[src/rtl/async_fifo_pkg.sv]
// -----------------------------------------------------------------------------
// async_fifo_pkg
// Shared definitions for the asynchronous FIFO write and read controllers:
//   DEF_POINTER_WIDTH : default address width (FIFO depth = 2**DEF_POINTER_WIDTH)
//   ptr_t             : pointer type, one extra MSB for the wrap/lap bit
//   bin2gray/gray2bin : pointer code conversions, shared with the read side
// -----------------------------------------------------------------------------
package async_fifo_pkg;

   localparam int DEF_POINTER_WIDTH = 4;

   typedef logic [DEF_POINTER_WIDTH:0] ptr_t;

   function automatic ptr_t bin2gray(input ptr_t bin);
      return bin ^ (bin >> 1);
   endfunction

   // Each binary bit is the XOR of all Gray bits at and above it.
   function automatic ptr_t gray2bin(input ptr_t gray);
      ptr_t bin;
      bin[DEF_POINTER_WIDTH] = gray[DEF_POINTER_WIDTH];
      for (int i = DEF_POINTER_WIDTH - 1; i >= 0; i--) begin
         bin[i] = bin[i+1] ^ gray[i];
      end
      return bin;
   endfunction

endpackage

[src/rtl/gray_to_bin.sv]
// -----------------------------------------------------------------------------
// gray_to_bin
// Combinational Gray-to-binary converter built as an XOR prefix chain.
// Ports:
//   gray : input  [W-1:0]  Gray-coded value
//   bin  : output [W-1:0]  binary equivalent
// -----------------------------------------------------------------------------
module gray_to_bin import async_fifo_pkg::*; #(
   parameter int W = DEF_POINTER_WIDTH + 1
) (
   input  logic [W-1:0] gray,
   output logic [W-1:0] bin
);

   // Each output bit is the reduction XOR of the Gray bits from the MSB down
   // to its own position; written per bit so no bit feeds back on the vector.
   for (genvar i = 0; i < W; i++) begin : g_bit
      assign bin[i] = ^gray[W-1:i];
   end

endmodule

[src/rtl/fifo_wr_ctrl.sv]
// -----------------------------------------------------------------------------
// fifo_wr_ctrl
// Write-domain controller of the asynchronous FIFO. Accepts client writes,
// advances the binary/Gray write pointer, drives the RAM write port and
// derives the full flag from the synchronized Gray read pointer.
//
// Optional feature macro: WR_LEVEL_EN
//   defined   -> occupancy level (w_level) and almost-full (w_afull) logic
//   undefined -> w_level and w_afull tied to 0, no Gray conversion logic
//
// Ports:
//   clk_w      : in  write clock
//   rst_n      : in  asynchronous active-low reset
//   w_en       : in  client write request, one entry per cycle
//   w_ovf_clr  : in  clears the sticky overflow flag
//   r_ptr_s    : in  Gray read pointer, already synchronized to clk_w
//   w_ptr      : out registered Gray write pointer, to read-side synchronizer
//   waddr      : out RAM write address
//   wr_mem     : out RAM write strobe (w_en & ~w_full)
//   w_full     : out registered full flag
//   w_ovf      : out sticky overflow, write attempted while full
//   w_level    : out occupancy seen from the write side
//   w_afull    : out w_level >= AFULL_THRESH
// -----------------------------------------------------------------------------
module fifo_wr_ctrl import async_fifo_pkg::*; #(
   parameter int POINTER_WIDTH = DEF_POINTER_WIDTH,
   parameter int AFULL_THRESH  = 14
) (
   input  logic                     clk_w,
   input  logic                     rst_n,
   input  logic                     w_en,
   input  logic                     w_ovf_clr,
   input  logic [POINTER_WIDTH:0]   r_ptr_s,
   output logic [POINTER_WIDTH:0]   w_ptr,
   output logic [POINTER_WIDTH-1:0] waddr,
   output logic                     wr_mem,
   output logic                     w_full,
   output logic                     w_ovf,
   output logic [POINTER_WIDTH:0]   w_level,
   output logic                     w_afull
);

   localparam int PW = POINTER_WIDTH;

   logic [PW:0] wbin_q, wbin_d;
   logic [PW:0] wgray_q, wgray_d;
   logic        w_full_q, w_full_d;
   logic        w_ovf_q, w_ovf_d;
   logic        accept;
   logic [PW:0] full_match;

   // A full FIFO has the write pointer exactly one lap ahead of the read
   // pointer; in Gray code that is the read pointer with its two MSBs inverted.
   assign full_match = {~r_ptr_s[PW:PW-1], r_ptr_s[PW-2:0]};

   always_comb begin
      accept   = w_en & ~w_full_q;
      wbin_d   = wbin_q + {{PW{1'b0}}, accept};
      wgray_d  = wbin_d ^ (wbin_d >> 1);
      w_full_d = (wgray_d == full_match);
      // Set has priority over clear so a collision never loses an overflow.
      w_ovf_d  = w_ovf_q;
      if (w_ovf_clr) begin
         w_ovf_d = 1'b0;
      end
      if (w_en & w_full_q) begin
         w_ovf_d = 1'b1;
      end
   end

   always_ff @(posedge clk_w or negedge rst_n) begin
      if (!rst_n) begin
         wbin_q   <= '0;
         wgray_q  <= '0;
         w_full_q <= 1'b0;
         w_ovf_q  <= 1'b0;
      end else begin
         wbin_q   <= wbin_d;
         wgray_q  <= wgray_d;
         w_full_q <= w_full_d;
         w_ovf_q  <= w_ovf_d;
      end
   end

   assign w_ptr  = wgray_q;
   assign waddr  = wbin_q[PW-1:0];
   assign wr_mem = accept;
   assign w_full = w_full_q;
   assign w_ovf  = w_ovf_q;

`ifdef WR_LEVEL_EN
   logic [PW:0] rbin;
   logic [PW:0] w_level_q, w_level_d;
   logic        w_afull_q, w_afull_d;

   gray_to_bin #(
      .W (PW + 1)
   ) u_gray_to_bin (
      .gray (r_ptr_s),
      .bin  (rbin)
   );

   // Modulo subtraction gives the occupancy directly, including the lap bit.
   always_comb begin
      w_level_d = wbin_d - rbin;
      w_afull_d = (int'(w_level_d) >= AFULL_THRESH);
   end

   always_ff @(posedge clk_w or negedge rst_n) begin
      if (!rst_n) begin
         w_level_q <= '0;
         w_afull_q <= 1'b0;
      end else begin
         w_level_q <= w_level_d;
         w_afull_q <= w_afull_d;
      end
   end

   assign w_level = w_level_q;
   assign w_afull = w_afull_q;
`else
   assign w_level = '0;
   assign w_afull = 1'b0;
`endif

endmodule

[config.mk]
export PLATFORM = sky130hd
export DESIGN_NAME = fifo_wr_ctrl
export DESIGN_NICKNAME = d
export VERILOG_FILES = /design/src/rtl/async_fifo_pkg.sv /design/src/rtl/gray_to_bin.sv /design/src/rtl/fifo_wr_ctrl.sv
export SDC_FILE = /design/constraint.sdc
export NUM_CORES = 1
export LEC_CHECK = 0
export CORE_MARGIN = 1.5
export CORE_UTILIZATION = 41
export CTS_CLUSTER_DIAMETER = 80
export DETAILED_ROUTE_END_ITERATION = 12
export PLACE_DENSITY = 0.8
export SYNTH_ARGS = -nofsm -noshare
export SYNTH_HDL_FRONTEND = slang
export SYNTH_HIERARCHICAL = 1
export SYNTH_SLANG_ARGS = --single-unit
[constraint.sdc]
create_clock -name clk_w -period 3.1 [get_ports clk_w]
set_clock_uncertainty 0.05 [all_clocks]
set_input_delay 0.465 -clock clk_w [delete_from_list [all_inputs] [get_ports clk_w]]
set_output_delay 0.465 -clock clk_w [all_outputs]
set_load 0.01 [all_outputs]
# After elaboration in Yosys (flattened, before gate mapping)
# Index checks and enable logic that the tools add are counted.
dict set report word_totals {
  ff_bits 12
}
dict set report op_classes {
  addsub 1
  eq_ne 1
  mux 2
  bitwise 5
  reduce_logical 1
}
# operator n
set op_table {}
lappend op_table {{$add 5x1->5} 1}
lappend op_table {{$eq 5x5->1} 1}
lappend op_table {{$xor 5x4->5} 1}
lappend op_table {{$and 1x1->1} 2}
lappend op_table {{$mux 1} 2}
lappend op_table {{$not 2->2} 1}
lappend op_table {{$reduce_bool 2->1} 1}
lappend op_table {{$not 1->1} 1}

# Depth between registers and ports, before layout
dict set report logic_depth {
  word_depth 5
  ltp_mapped 7
  mapped_depth_nobuf 7
}

# Worst setup path after synthesis
# OpenSTA, ideal clock, no wires.
dict set report synth_timing {
  path_type {input -> register}
  startpoint {input w_en}
  endpoint {register w_full_q, in the netlist w_full}
  t_arrival_ns 1.983
  slack_ns 0.966
  path_stages 7
  path_buffers 0
  cell_sequence {nor2b_1 > ha_1 > ha_1 > xor2_1 > xnor2_1 > mux2i_1 > nor4_1}
}
dict set report synth_between {
  elab_chain_cells 4
}
# element line
set synth_lines {}
lappend synth_lines {{start, declared} fifo_wr_ctrl.sv:31} ;# input logic w_en,
lappend synth_lines {{$and 1x1->1} fifo_wr_ctrl.sv:57} ;# accept = w_en & ~w_full_q;
lappend synth_lines {{$add 5x1->5} fifo_wr_ctrl.sv:58} ;# wbin_d = wbin_q + {{PW{1'b0}}, accept};
lappend synth_lines {{net wbin_d[2]} fifo_wr_ctrl.sv:45} ;# logic [PW:0] wbin_q, wbin_d;
lappend synth_lines {{$xor 5x4->5} fifo_wr_ctrl.sv:59} ;# wgray_d = wbin_d ^ (wbin_d >> 1);
lappend synth_lines {{$eq 5x5->1} fifo_wr_ctrl.sv:60} ;# w_full_d = (wgray_d == full_match);
lappend synth_lines {{net w_full_d} fifo_wr_ctrl.sv:47} ;# logic w_full_q, w_full_d;
lappend synth_lines {{end signal, assigned} fifo_wr_ctrl.sv:80} ;# w_full_q <= w_full_d;
lappend synth_lines {{end, declared} fifo_wr_ctrl.sv:47}
# The timed path passes the listed nets, and every way through them passes these cells.
# A chain may end at the register's enable or synchronous reset.

# Worst setup path in the final report
# Same ends and word-level chain as after synthesis.

==> impl_metrics.csv <==
group,metric,value,unit
global_routing,grt_antenna_before_repair,0,
global_routing,overflow,0,
timing,hold_viol,0,
global_routing,use_met3,3.333,%
run_status,status,"finished, final reports clean",
global_routing,grt_max_degree,12,
cells_and_area,nNetsFinal,83,
min_path,hold_class,"in -> async",
power,leakagePower,0.3453,nW
synth,synthArstFlopShare,100.0,%
routing,vias,385,
synth,synth_area,568.0,um2
floorplanning,die_w,40.22,um
timing,fmax,418.7,MHz
placement,dpl.hpwl,664.7,um
global_routing,use_met2,17.74,%
routing,drt_iter0_markers,10,
routing,drc,0,
clock_tree,htreeDepth,1,
cells_and_area,area_growth,38.77,%
global_routing,grt_pass1_vias,317,
global_routing,grt_use_total,14.27,%
synth,ys_seq_area_share,48.46,%
timing,finalMaxSlewViolations,0,
synth,synth.area.top_cells,"dfrtp_1 48%, xnor2_1 11%, xor2_1 9.3%",
run,cap_violations,0,
synth,ys_warn_count,6,
setup_path,critPathSlowestCell,"clkdlybuf4s50_1",
global_routing,met1_usage,20.14,%
setup_path,rrSetupSlack,0.99,ns
timing,fin_crit_sh,77.04,%
clock_tree,cts_inserted_buffers,3,
synth,yosys-top-cells-count,"11 x dfrtp_1, 7 x xnor2_1, 6 x buf_4, 6 x xor2_1, 2 x ha_1",
floorplanning,fp-row-count,13,
synth,synthMostInstantiatedCell,"dfrtp_1",
placement,portBuffers,20,
floorplanning,die_area,1618,um2
routing,dr.pass1.iters,3,
routing,vias_per_cell,4.477,
cells_and_area,n_fill_cell,106,
setup_path,slowest_delay,0.47,ns
global_routing,grt.busiest_layer,"met1",
routing,wl_per_cell,10.44,um
timing,setup_viol,0,
synth,syn_avg_cell_area,11.83,um2
clock_tree,clk_latency,0.27,ns
clock_tree,cts_tree,"done",
setup_path,crit_path_frequent_cell,"ha_1",
timing,grt_setup_unrepaired,"no",
setup_path,critPathMaxFanout,5,
timing,fin_tns_setup,0,ns
clock_tree,cts-hold-fix-buffers,0,
floorplanning,die_h,40.22,um
placement,dp_slack,0.4345,ns
setup_path,crit_type,"in -> reg",
timing,period_needed,2.388,ns
global_routing,grt_pass1_wl,1414,um
clock_tree,cts_buffer_depth,2,
power,peakVddDrop,0.0005587,V
synth,synth_top_area_cell,"dfrtp_1",
clock_tree,clk_pin_slew,0.08,ns
setup_path,path_cells,"clkdlybuf4s50_1 -> nor2b_1 -> ha_1 -> ha_1 -> xor2_1 -> xnor2_1 -> mux2i_1 -> nor4_1",
routing,routed_wl,898,um
synth,synth_top_area_share,48.46,%
floorplanning,initial_core_util,43.65,%
setup_path,crit_path_end_kind,"flip-flop",
clock_tree,ctsResizeCount,0,
synth,syn_inst,48,
synth,ys_types,21,
floorplanning,ios,27,
power,p_per_area,1106,nW/um2
setup_path,worstSetupStartpointType,"input port",
setup_path,required,3.23,ns
cells_and_area,antenna_cells,0,
timing,worst_slack,0.7119,ns
synth,synth-seq-cells,11,
floorplanning,core_area,1301,um2
synth,synth_edf_count,0,
clock_tree,root_buffer,"clkbuf_4",
cells_and_area,drive_gt1_share,9.859,%
synth,yosys_most_used_dff,"dfrtp_1",
placement,gp_congestion,0.7481,
clock_tree,postCtsSetupRepairBufs,0,
clock_tree,cts_sinks,11,
routing,postRouteAntennaNets,0,
setup_path,worstPathArrival,2.51,ns
power by group:
group,internal [mW],switching (mW)
combinational,0.279,0.212
sequential,0.218,0.0610
clock,0.0478,0.0538
total,0.545,0.327
worst paths after layout:
check,cells past startpoint,endpoint,startpoint
setup / recovery,8,w_full$_DFF_PN0_,w_en
hold reg to reg,2,w_ovf$_DFFE_PN0P_,w_full$_DFF_PN0_
min in group clk_w,2,w_ovf$_DFFE_PN0P_,w_full$_DFF_PN0_
max in group asynchronous,1,w_ptr[0]$_DFF_PN0_,rst_n
hold / removal,1,w_ptr[3]$_DFF_PN0_,rst_n
setup reg to reg,7,w_full$_DFF_PN0_,w_full$_DFF_PN0_
critical path, delay by kind of cell:
kind,cells,cell delay [ns]
xor gates and xnor gates,2,0.48
adders and majority gates,2,0.55
buffers and inverters,1,0.47
muxes,1,0.10
and+or+nand+nor,2,0.45
layout make-up:
type / count / area (um2) / share of cell area, %
clock buffers: 3 / 22.52 / 2.857
clock inverters: 1 / 5.005 / 0.6349
inverters: 1 / 3.754 / 0.4762
multi-input cells: 35 / 262.8 / 33.33
flip-flops and latches: 11 / 275.3 / 34.92
well taps: 15 / 18.77 / 2.381
repair buffers: 20 / 200.2 / 25.40
flip-flops by register name, summed over array words and instances, names as in the netlist:
register	flops
w_ovf	1
wbin_q	5
w_full	1
w_ptr	4
metal layers:
metal | part of all wire, % | wire length, um
met1 | 45 | 407
met2 | 46 | 413
met3 | 6.3 | 57
met4 | 2.2 | 20
met5 | 0 | 0
metrics by stage:
step	cells	hold slack, ns	area (um2)	total power, mW	util [%]
global route	86	0.5045	788.3	0.9388	60.58
finish	86	0.4669	788.3	0.8720	60.58
floorplan	53	0.1194	586.8	0.5828	-
detailed placement	82	0.4596	760.7	0.7748	58.46
global placement	82	0.4548	760.7	0.7712	58.46
CTS	86	0.4774	788.3	0.8800	60.58
cell usage in the layout, fill, tap and decap left out:
cell / n
clkdlybuf4s50_1: 20
dfrtp_1: 11
xnor2_1: 7
xor2_1: 6
conb_1: 6
clkbuf_4: 3
ha_1: 2
nand4_1: 1
a21boi_0: 1
and3_2: 1
o22ai_1: 1
a21boi_2: 1
nor2b_1: 1
nand3_1: 1
xnor2_2: 1
and2_1: 1
nor2_1: 1
mux2i_1: 1
nor4_1: 1
inv_1: 1
nand2_1: 1
o21ai_0: 1
clkinv_2: 1
kinds of logic after synthesis:
family	Yosys count	share of synthesized area, %
fa+ha+maj	2	4.405
flops	11	48.46
mux	1	1.762
simple gates	8	7.931
xor+xnor	14	22.91
buf+inv	7	8.589
compound gates	4	5.287
other cells	1	0.6602
Power figures use the tool's default switching activity.
